===== config.mk =====
export PLATFORM = sky130hd
export DESIGN_NAME = spi_main_ctrl_flat
export DESIGN_NICKNAME = d
export VERILOG_FILES = /design/src/rtl/spi_main_ctrl_if.sv /design/src/rtl/spi_main_ctrl.sv /design/src/flat_wrapper.sv
export SDC_FILE = /design/constraint.sdc
export NUM_CORES = 1
export LEC_CHECK = 0
export CORE_MARGIN = 1.5
export CORE_UTILIZATION = 30
export CTS_BUF_LIST = sky130_fd_sc_hd__clkbuf_16
export CTS_CLUSTER_DIAMETER = 50
export DETAILED_ROUTE_END_ITERATION = 16
export PLACE_DENSITY = 0.58
export SLEW_MARGIN = 20
export SYNTH_ARGS = -nofsm -noshare
export SYNTH_HDL_FRONTEND = slang
export SYNTH_SLANG_ARGS = --single-unit

===== constraint.sdc =====
create_clock -name clk -period 26.3 [get_ports clk]
set_clock_uncertainty 0.05 [all_clocks]
set_input_delay 3.945 -clock clk [delete_from_list [all_inputs] [get_ports clk]]
set_output_delay 3.945 -clock clk [all_outputs]
set_load 0.01 [all_outputs]

===== src/rtl/spi_main_ctrl_if.sv =====
// Host/bus signal bundle for the dual-slave AES SPI controller.
// The master modport is the controller's view; slave is the host/bus side.
interface spi_main_ctrl_if;
  logic         start;
  logic         sel;
  logic [0:257] tx;
  logic [0:1]   miso;
  logic [0:127] rx;
  logic [0:1]   cs_n;
  logic         sclk;
  logic         mosi;
  logic         done;

  modport master (
    input  start, sel, tx, miso,
    output rx, cs_n, sclk, mosi, done
  );

  modport slave (
    output start, sel, tx, miso,
    input  rx, cs_n, sclk, mosi, done
  );
endinterface


===== src/rtl/spi_main_ctrl.sv =====
// SPI master driving an encrypt (0) and a decrypt (1) AES slave through a
// repeating key-load / block-write / result-read cycle, one bit per clk.
module spi_main_ctrl (
  input  logic           clk,
  input  logic           rst,
  spi_main_ctrl_if.master bus
);
  localparam int TX_W  = 258;
  localparam int BLK_W = 128;

  typedef enum logic [1:0] {S_IDLE, S_SHIFT, S_DONE} state_t;
  typedef enum logic [1:0] {PH_KEY, PH_BLK, PH_RD} phase_t;

  function automatic phase_t next_phase(input phase_t ph);
    case (ph)
      PH_KEY:  return PH_BLK;
      PH_BLK:  return PH_RD;
      default: return PH_KEY;
    endcase
  endfunction

  state_t            state_q;
  phase_t            phase_q [0:1];
  phase_t            cur_ph_q;
  logic              sel_q;
  logic [0:TX_W-1]   shreg_q;
  logic [8:0]        len_q;
  logic [8:0]        cnt_q;
  logic [0:1]        cs_n_q;
  logic              mosi_q;
  logic              done_q;
  logic [0:BLK_W-1]  rx_q;
  logic              sclk_en_q;

  // Serial image (first bit at index 0) and bit count for a start this cycle.
  phase_t          start_ph;
  logic [0:TX_W-1] load_img;
  logic [8:0]      load_len;

  always_comb begin
    start_ph = phase_q[bus.sel];
    load_img = '0;
    load_len = 9'd128;
    case (start_ph)
      PH_KEY: begin
        case (bus.tx[0:1])
          2'b00: begin
            load_img = {bus.tx[0:1], bus.tx[130:257], 128'b0};
            load_len = 9'd130;
          end
          2'b01: begin
            load_img = {bus.tx[0:1], bus.tx[66:257], 64'b0};
            load_len = 9'd194;
          end
          default: begin
            load_img = bus.tx;
            load_len = 9'd258;
          end
        endcase
      end
      PH_BLK:  load_img = {bus.tx[130:257], 130'b0};
      default: load_img = '0;
    endcase
  end

  always_ff @(posedge clk or posedge rst) begin
    if (rst) begin
      state_q    <= S_IDLE;
      phase_q[0] <= PH_KEY;
      phase_q[1] <= PH_KEY;
      cur_ph_q   <= PH_KEY;
      sel_q      <= 1'b0;
      shreg_q    <= '0;
      len_q      <= '0;
      cnt_q      <= '0;
      cs_n_q     <= 2'b11;
      mosi_q     <= 1'b0;
      done_q     <= 1'b0;
      rx_q       <= '0;
    end else begin
      case (state_q)
        S_IDLE: begin
          done_q <= 1'b0;
          if (bus.start) begin
            sel_q    <= bus.sel;
            cur_ph_q <= start_ph;
            len_q    <= load_len;
            cnt_q    <= 9'd1;
            mosi_q   <= load_img[0];
            shreg_q  <= load_img << 1;
            cs_n_q   <= bus.sel ? 2'b10 : 2'b01;
            state_q  <= S_SHIFT;
          end
        end
        S_SHIFT: begin
          // Each posedge here ends a bit slot, so it is also the sample point.
          if (cur_ph_q == PH_RD)
            rx_q <= {rx_q[1:BLK_W-1], bus.miso[sel_q]};
          if (cnt_q == len_q) begin
            state_q        <= S_DONE;
            cs_n_q         <= 2'b11;
            mosi_q         <= 1'b0;
            done_q         <= 1'b1;
            phase_q[sel_q] <= next_phase(cur_ph_q);
          end else begin
            mosi_q  <= shreg_q[0];
            shreg_q <= shreg_q << 1;
            cnt_q   <= cnt_q + 9'd1;
          end
        end
        default: begin
          done_q  <= 1'b0;
          state_q <= S_IDLE;
        end
      endcase
    end
  end

  // NOTE: the enable is retimed on the falling edge so the AND gate below only
  // sees it change while clk is low, which keeps sclk free of runt pulses.
  always_ff @(negedge clk or posedge rst) begin
    if (rst) sclk_en_q <= 1'b0;
    else     sclk_en_q <= (state_q == S_SHIFT);
  end

  assign bus.sclk = clk & sclk_en_q;
  assign bus.cs_n = cs_n_q;
  assign bus.mosi = mosi_q;
  assign bus.done = done_q;
  assign bus.rx   = rx_q;
endmodule


===== src/flat_wrapper.sv =====
// flat-port wrapper written by rule: the top's interface ports become plain ports
module spi_main_ctrl_flat 
  (clk, rst, bus_start, bus_sel, bus_tx, bus_miso, bus_rx, bus_cs_n, bus_sclk, bus_mosi, bus_done);
  spi_main_ctrl_if bus_i ();
  input  logic clk;
  input  logic rst;
  input wire logic [$bits(bus_i.start)-1:0] bus_start;
  input wire logic [$bits(bus_i.sel)-1:0] bus_sel;
  input wire logic [$bits(bus_i.tx)-1:0] bus_tx;
  input wire logic [$bits(bus_i.miso)-1:0] bus_miso;
  output wire logic [$bits(bus_i.rx)-1:0] bus_rx;
  output wire logic [$bits(bus_i.cs_n)-1:0] bus_cs_n;
  output wire logic [$bits(bus_i.sclk)-1:0] bus_sclk;
  output wire logic [$bits(bus_i.mosi)-1:0] bus_mosi;
  output wire logic [$bits(bus_i.done)-1:0] bus_done;
  assign bus_i.start = bus_start;
  assign bus_i.sel = bus_sel;
  assign bus_i.tx = bus_tx;
  assign bus_i.miso = bus_miso;
  assign bus_rx = bus_i.rx;
  assign bus_cs_n = bus_i.cs_n;
  assign bus_sclk = bus_i.sclk;
  assign bus_mosi = bus_i.mosi;
  assign bus_done = bus_i.done;
  spi_main_ctrl u_core (.clk(clk), .rst(rst), .bus(bus_i));
endmodule

==> results.toml, run 1 <==
[outcome]
status = "finished clean"

[power]
switching_power_w = 0.00111
leakage_nw = 13.2
p_sw_share_pct = 37.6
total_power_w = 0.00294
power_frac_comb_pct = 41.5
powerDensity_nw_per_um2 = 97.0
internal-power_w = 0.00183
seqPwrFrac_pct = 31.2
peakVddDrop_v = 0.000116
clkPwrFrac_pct = 27.3

[clocking]
ctsHoldBuffers = 0
post_cts_buffers = 0
cts.repair.resized = 0
path_clk_slew_ns = 0.05
cts_tree = "done"
insertion_delay_ns = 0.73

[placed_design]
gp_congestion = 0.827
dpl-instance-area_sq_um = 28300
dp.final_hpwl_um = 49900
port_buffers = 396

[floorplan]
fp.dieW_um = 284
rows = 102
io_pins = 397
die_y_um = 284
core_area_sq_um = 77800
initial_core_util_pct = 30.5
dieArea_sq_um = 80800

[worst_setup_path]
r2r_cells = 2
cp_slowest_cell = "clkdlybuf4s50_1"
critPathMaxFanout = 1
worstPathRequired_ns = 22.31
reg2reg_from = "u_core.state_q[1]$_DFFE_PP0P_"
critPathKind = "flip-flop to primary output"
r2r-end = "u_core.sclk_en_q$_DFF_NP0_"
worst_setup_path_end_kind = "primary output"
cp-start-kind = "flip-flop"
critPathMaxStageDelay_ns = 0.62
arrival_ns = 15.16
ff2ff_setup_slack_ns = 11.57
crit_chain = "and2_1 -> clkdlybuf4s50_1"

[timing]
max_slew_margin_pct = 24.0
final-max-slew-violation-count = 0
worst_pin_slew_ns = 1.14
hold_viol_final = 0
totalNegativeSetupSlack_ns = 0
finalSetupViolCount = 0
rsz0062_at_grt = "false"

[synthesis]
synth_top_family_by_area = "compound AO/OA/AOI/OAI gates"
ys_top_cells_by_area = "dfrtp_1 43%, mux2_2 9.4%, mux2i_1 4.9%"
synthArstFlopShare_pct = 100
synthAdderAreaFrac_pct = 0.0527
synth_area_sq_um = 23700
synth.largest_area_cell = "dfrtp_1"
synth.top_cell.area_share_pct = 43.1
syn-num-nets = 2474
yosysWarnings = 0
yosysUniqueCellTypes = 60
ys_ff_latch = 412
synth-seq-area-share_pct = 43.4
synth_xor_area_share_pct = 0.332
synth_edf_count = 0
syn_avg_cell_area_sq_um = 10.7
synth_compound_area_share_pct = 25.1
postSynthCellCount = 2209
synthSimpleGateAreaFrac_pct = 7.24
synth-main-ff-cell = "dfrtp_1"
synthMuxAreaShare_pct = 19.1

[drt]
ant_nets = 0
wl_per_cell_um = 21.8
vias = 19700
drc_errors = 0
dr.first_iter.drc_count = 1256
via_per_inst = 5.55
drt-total-wl_um = 77400
firstDrtPassIters = 5

[hold_path]
min_delay_worst_endpoint = "u_core.shreg_q[168]$_DFFE_PP0P_"
hp-start = "u_core.shreg_q[168]$_DFFE_PP0P_"
min_path_type = "flip-flop to flip-flop"
hold_depth = 1

[finish]
fillers = 7650
finalInstanceArea_sq_um = 30300
drive_above_1_share_pct = 14.2
area_growth_pct = 27.6
n_antenna_cell = 0
nets = 2734

[grt]
grt_start_max_net_pins = 166
grt_usage_pct = 18.7
grt_pass1_vias = 20800
grt_overflow = 0
antenna_found_initial = 0
grt_pass1_wl_um = 122000

[flow_run]
drv_cap = 0
cell usage in the layout (no fill, tap or decap), drive strengths merged, types with 23 or more instances in the layout:
master         instances
mux2                 300
a21oi                 24
buf                   38
dfrtp                409
mux2i                116
o211ai                61
nor2b                 44
a22o                  65
a221o                 64
a2bb2oi              105
clkdlybuf4s50        394
clkbuf                63
a211o                 63
o221ai                42
a22oi                124
o21ai                137
o31ai                 44
nand2b                61
a211oi                24
nand2                210
inv                   23
metrics by stage:
stage,std cells,hold WS (ns),utilization [%],setup slack [ns]
floorplan,2209,0.399,-,3.79
global placement,3444,0.417,36.3,8.15
detailed placement,3445,0.425,36.4,8.18
CTS,3556,0.438,38.9,6.95
global route,3556,0.442,38.9,6.98
finish,3556,0.434,38.9,7.14
kinds of logic after synthesis:
group / count (synthesis)
compound gates: 770
mux: 416
flops: 412
simple gates: 358
buf+inv: 243
xor+xnor: 9
fa+ha+maj: 1
cell type report:
type	instances	area (sq um)	share of cell area (%)
inverter	7	38.8	0.128
sequential	412	10300	34.0
multi-input combinational	1554	12400	40.9
tap	1040	1300	4.29
clock buffer	64	1590	5.24
timing repair buffer	431	4270	14.1
clock inverter	48	404	1.33
cells in the mapped netlist, types with 7 or more instances:
master,number
mux2_2,199
a211oi_1,23
dfrtp_1,409
a2bb2oi_1,105
o221ai_1,42
nor2b_1,44
o31ai_1,44
a211o_1,63
nor2_1,14
a221o_1,64
a22oi_1,124
xor2_1,9
buf_2,60
mux2_1,101
clkbuf_1,137
a21oi_1,22
nand2_1,210
o211ai_1,61
a22o_1,65
nand2b_1,61
buf_6,17
buf_1,21
and2_1,7
o21ai_0,137
mux2i_1,116
critical path, delay by kind of cell, from the launching register on:
kind	cells	cell delay, ns
flops	1	0.37
buf+inv	1	0.62
simple gates	1	0.30
routing by layer:
layer	global-route usage (%)	wire length [um]	vias to the layer above
li1	-	-	8991
met1	24.3	33500	9897
met2	30.1	35800	709
met3	4.90	6020	133
met4	6.33	2050	0
met5	0	0	-
power groups by stage:
stage	Combinational, W	Clock, W	Sequential, W
global route	0.00133	0.000849	0.000936
floorplan	0.000930	0.00000202	0.000887
global placement	0.00119	0.00000485	0.000917
finish	0.00122	0.000802	0.000917
detailed placement	0.00122	0.00000485	0.000923
CTS	0.00122	0.000824	0.000914
registers in the layout, indices dropped and copies added, names as in the netlist:
name,count
u_core.sclk_en_q,1
u_core.bus.done,1
u_core.shreg_q,257
u_core.phase_q,4
u_core.bus.mosi,1
u_core.cnt_q,9
u_core.bus.cs_n,2
u_core.len_q,4
u_core.cur_ph_q,2
u_core.state_q,2
u_core.bus.rx,128
u_core.sel_q,1
worst max path at each step:
stage,slack [ns],end,cells after the start,startpoint
finish,7.14,bus_sclk,2,u_core.sclk_en_q$_DFF_NP0_
global route,6.98,bus_sclk,2,u_core.sclk_en_q$_DFF_NP0_
CTS,6.95,bus_sclk,2,u_core.sclk_en_q$_DFF_NP0_
detailed placement,8.18,bus_sclk,2,u_core.sclk_en_q$_DFF_NP0_
global placement,8.15,bus_sclk,2,u_core.sclk_en_q$_DFF_NP0_
floorplan,3.79,u_core.sclk_en_q$_DFF_NP0_,1,rst
(Power assumes the default switching activity.)
==> run 2, diff against run 1 <==
--- a/config.mk
+++ b/config.mk
@@ -10,7 +10,7 @@
 export CTS_BUF_LIST = sky130_fd_sc_hd__clkbuf_16
 export CTS_CLUSTER_DIAMETER = 50
 export DETAILED_ROUTE_END_ITERATION = 16
-export PLACE_DENSITY = 0.58
+export PLACE_DENSITY = 0.6
 export SLEW_MARGIN = 20
 export SYNTH_ARGS = -nofsm -noshare
 export SYNTH_HDL_FRONTEND = slang
==> constraint.sdc (replaced) <==
create_clock -name clk -period 16.2 [get_ports clk]
set_clock_uncertainty 0.05 [all_clocks]
set_input_delay 2.43 -clock clk [delete_from_list [all_inputs] [get_ports clk]]
set_output_delay 2.43 -clock clk [all_outputs]
set_load 0.01 [all_outputs]
==> results.toml, run 2 (synthesized netlist as in run 1, its figures left out) <==
[drt]
drt-total-wl_um = 77200
dr.first_iter.drc_count = 1529
wl_per_cell_um = 21.7
vias = 19800
ant_nets = 0
via_per_inst = 5.55
firstDrtPassIters = 5
drc_errors = 0

[timing]
finalSetupViolCount = 0
rsz0062_at_grt = "false"
hold_viol_final = 0
worst_pin_slew_ns = 1.17
totalNegativeSetupSlack_ns = 0
max_slew_margin_pct = 22.3
final-max-slew-violation-count = 0

[grt]
grt_util_met1_pct = 23.6
grt_overflow = 0
use_met2_pct = 30.3
grt-busiest-layer = "met2"
grt_usage_pct = 18.6
grt_start_max_net_pins = 162
antenna_found_initial = 6
grt_pass1_wl_um = 122000
gr-usage-met3_pct = 5.50
grt_pass1_vias = 20500

[clocking]
path_clk_slew_ns = 0.06
cts_tree = "done"
insertion_delay_ns = 0.72
cts.repair.resized = 0
ctsHoldBuffers = 0
post_cts_buffers = 0

[worst_setup_path]
startpoint = "u_core.sclk_en_q$_DFF_NP0_"
worst_setup_path_end_kind = "primary output"
cp.depth = 2
reg2reg_from = "u_core.state_q[1]$_DFFE_PP0P_"
worstPathRequired_ns = 13.72
critical_path.top_delay_family = "buffers and inverters"
r2r_cells = 2
arrival_ns = 10.14
cp-start-kind = "flip-flop"
r2r-end = "u_core.sclk_en_q$_DFF_NP0_"
critPathKind = "flip-flop to primary output"
crit_chain = "and2_1 -> clkdlybuf4s50_1"
path_buf_inv = 1
critPathMaxStageDelay_ns = 0.62
timing.critical_path.to = "bus_sclk"
ff2ff_setup_slack_ns = 6.40
cp_slowest_cell = "clkdlybuf4s50_1"
critPathMaxFanout = 1

[placed_design]
dp.final_hpwl_um = 49000
port_buffers = 396
gp_congestion = 0.793

[outcome]
status = "finished clean"

[power]
p_sw_share_pct = 38.0
seqPwrFrac_pct = 31.3
powerDensity_nw_per_um2 = 157
total_power_w = 0.00475
switching_power_w = 0.00181
internal-power_w = 0.00295
power_frac_comb_pct = 41.4
peakVddDrop_v = 0.000136
leakage_nw = 13.1
clkPwrFrac_pct = 27.3

[finish]
area_growth_pct = 27.6
fin_util_pct = 38.9
top_register = "u_core.shreg_q"
layout_common_cells = "408 x dfrtp_1, 394 x clkdlybuf4s50_1, 210 x nand2_1"
multiInputGateArea_sq_um = 12400
final_common_cell = "dfrtp_1"
fillers = 7623
ff_latch_area_sq_um = 10300
nets = 2734
largest_register_ffs = 257
drive_above_1_share_pct = 14.3

[floorplan]
io_pins = 397
dieArea_sq_um = 80800
die_y_um = 284
initial_core_util_pct = 30.5
fp.dieW_um = 284
core_area_sq_um = 77800
rows = 102

[flow_run]
drv_cap = 0

[hold_path]
min_path_type = "flip-flop to flip-flop"
## run 2: how the worst min path moves through the flow
stage                                          from                              end  slack, ns  cells after the start
global placement    u_core.shreg_q[197]$_DFFE_PP0P_  u_core.shreg_q[197]$_DFFE_PP0P_       0.42                      1
global route        u_core.shreg_q[255]$_DFFE_PP0P_  u_core.shreg_q[255]$_DFFE_PP0P_       0.45                      1
finish              u_core.shreg_q[198]$_DFFE_PP0P_  u_core.shreg_q[198]$_DFFE_PP0P_       0.43                      1
CTS                 u_core.shreg_q[198]$_DFFE_PP0P_  u_core.shreg_q[198]$_DFFE_PP0P_       0.44                      1
detailed placement  u_core.shreg_q[198]$_DFFE_PP0P_  u_core.shreg_q[198]$_DFFE_PP0P_       0.42                      1
floorplan             u_core.shreg_q[0]$_DFFE_PP0P_      u_core.bus.mosi$_DFFE_PP0P_       0.40                      1
## run 2: per-stage QoR
| step | instances | setup slack, ns | hold WS, ns | instance area (sq um) |
|---|---|---|---|---|
| 2_1_floorplan | 2209 | 0.257 | 0.399 | 23700 |
| 3_3_place_gp | 3445 | 4.62 | 0.418 | 28300 |
| 3_5_place_dp | 3445 | 4.63 | 0.425 | 28300 |
| 4_1_cts | 3558 | 3.40 | 0.438 | 30300 |
| 5_1_grt | 3559 | 3.47 | 0.451 | 30300 |
| 6_report | 3562 | 3.58 | 0.435 | 30300 |
## run 2: cell type report
class | instances | share of cell area (%)
sequential | 412 | 34.1
clock buffer | 64 | 5.24
inverter | 7 | 0.128
clock inverter | 50 | 1.32
multi-input combinational | 1554 | 40.9
tap | 1040 | 4.30
antenna | 4 | 0.0331
timing repair buffer | 431 | 14.0
## run 2: power by group through the flow
stage	Sequential [W]	Combinational, W	Clock (W)
final	0.00149	0.00197	0.00130
after floorplan	0.00144	0.00151	0.00000328
after global routing	0.00152	0.00214	0.00137
after global placement	0.00149	0.00192	0.00000788
after detailed placement	0.00150	0.00196	0.00000788
after CTS	0.00148	0.00197	0.00133
## run 2: worst reg2reg max path: stages (launching register included)
cell      delay, ns
dfrtp_1        0.44
nand2b_1       0.53
inv_8          0.34
## run 2: routing by layer
metal  vias up  wire length [um]
met4        10              1880
li1       8988                 -
met1      9968             33300
met2       681             36000
met5         -                60
met3       114              6000
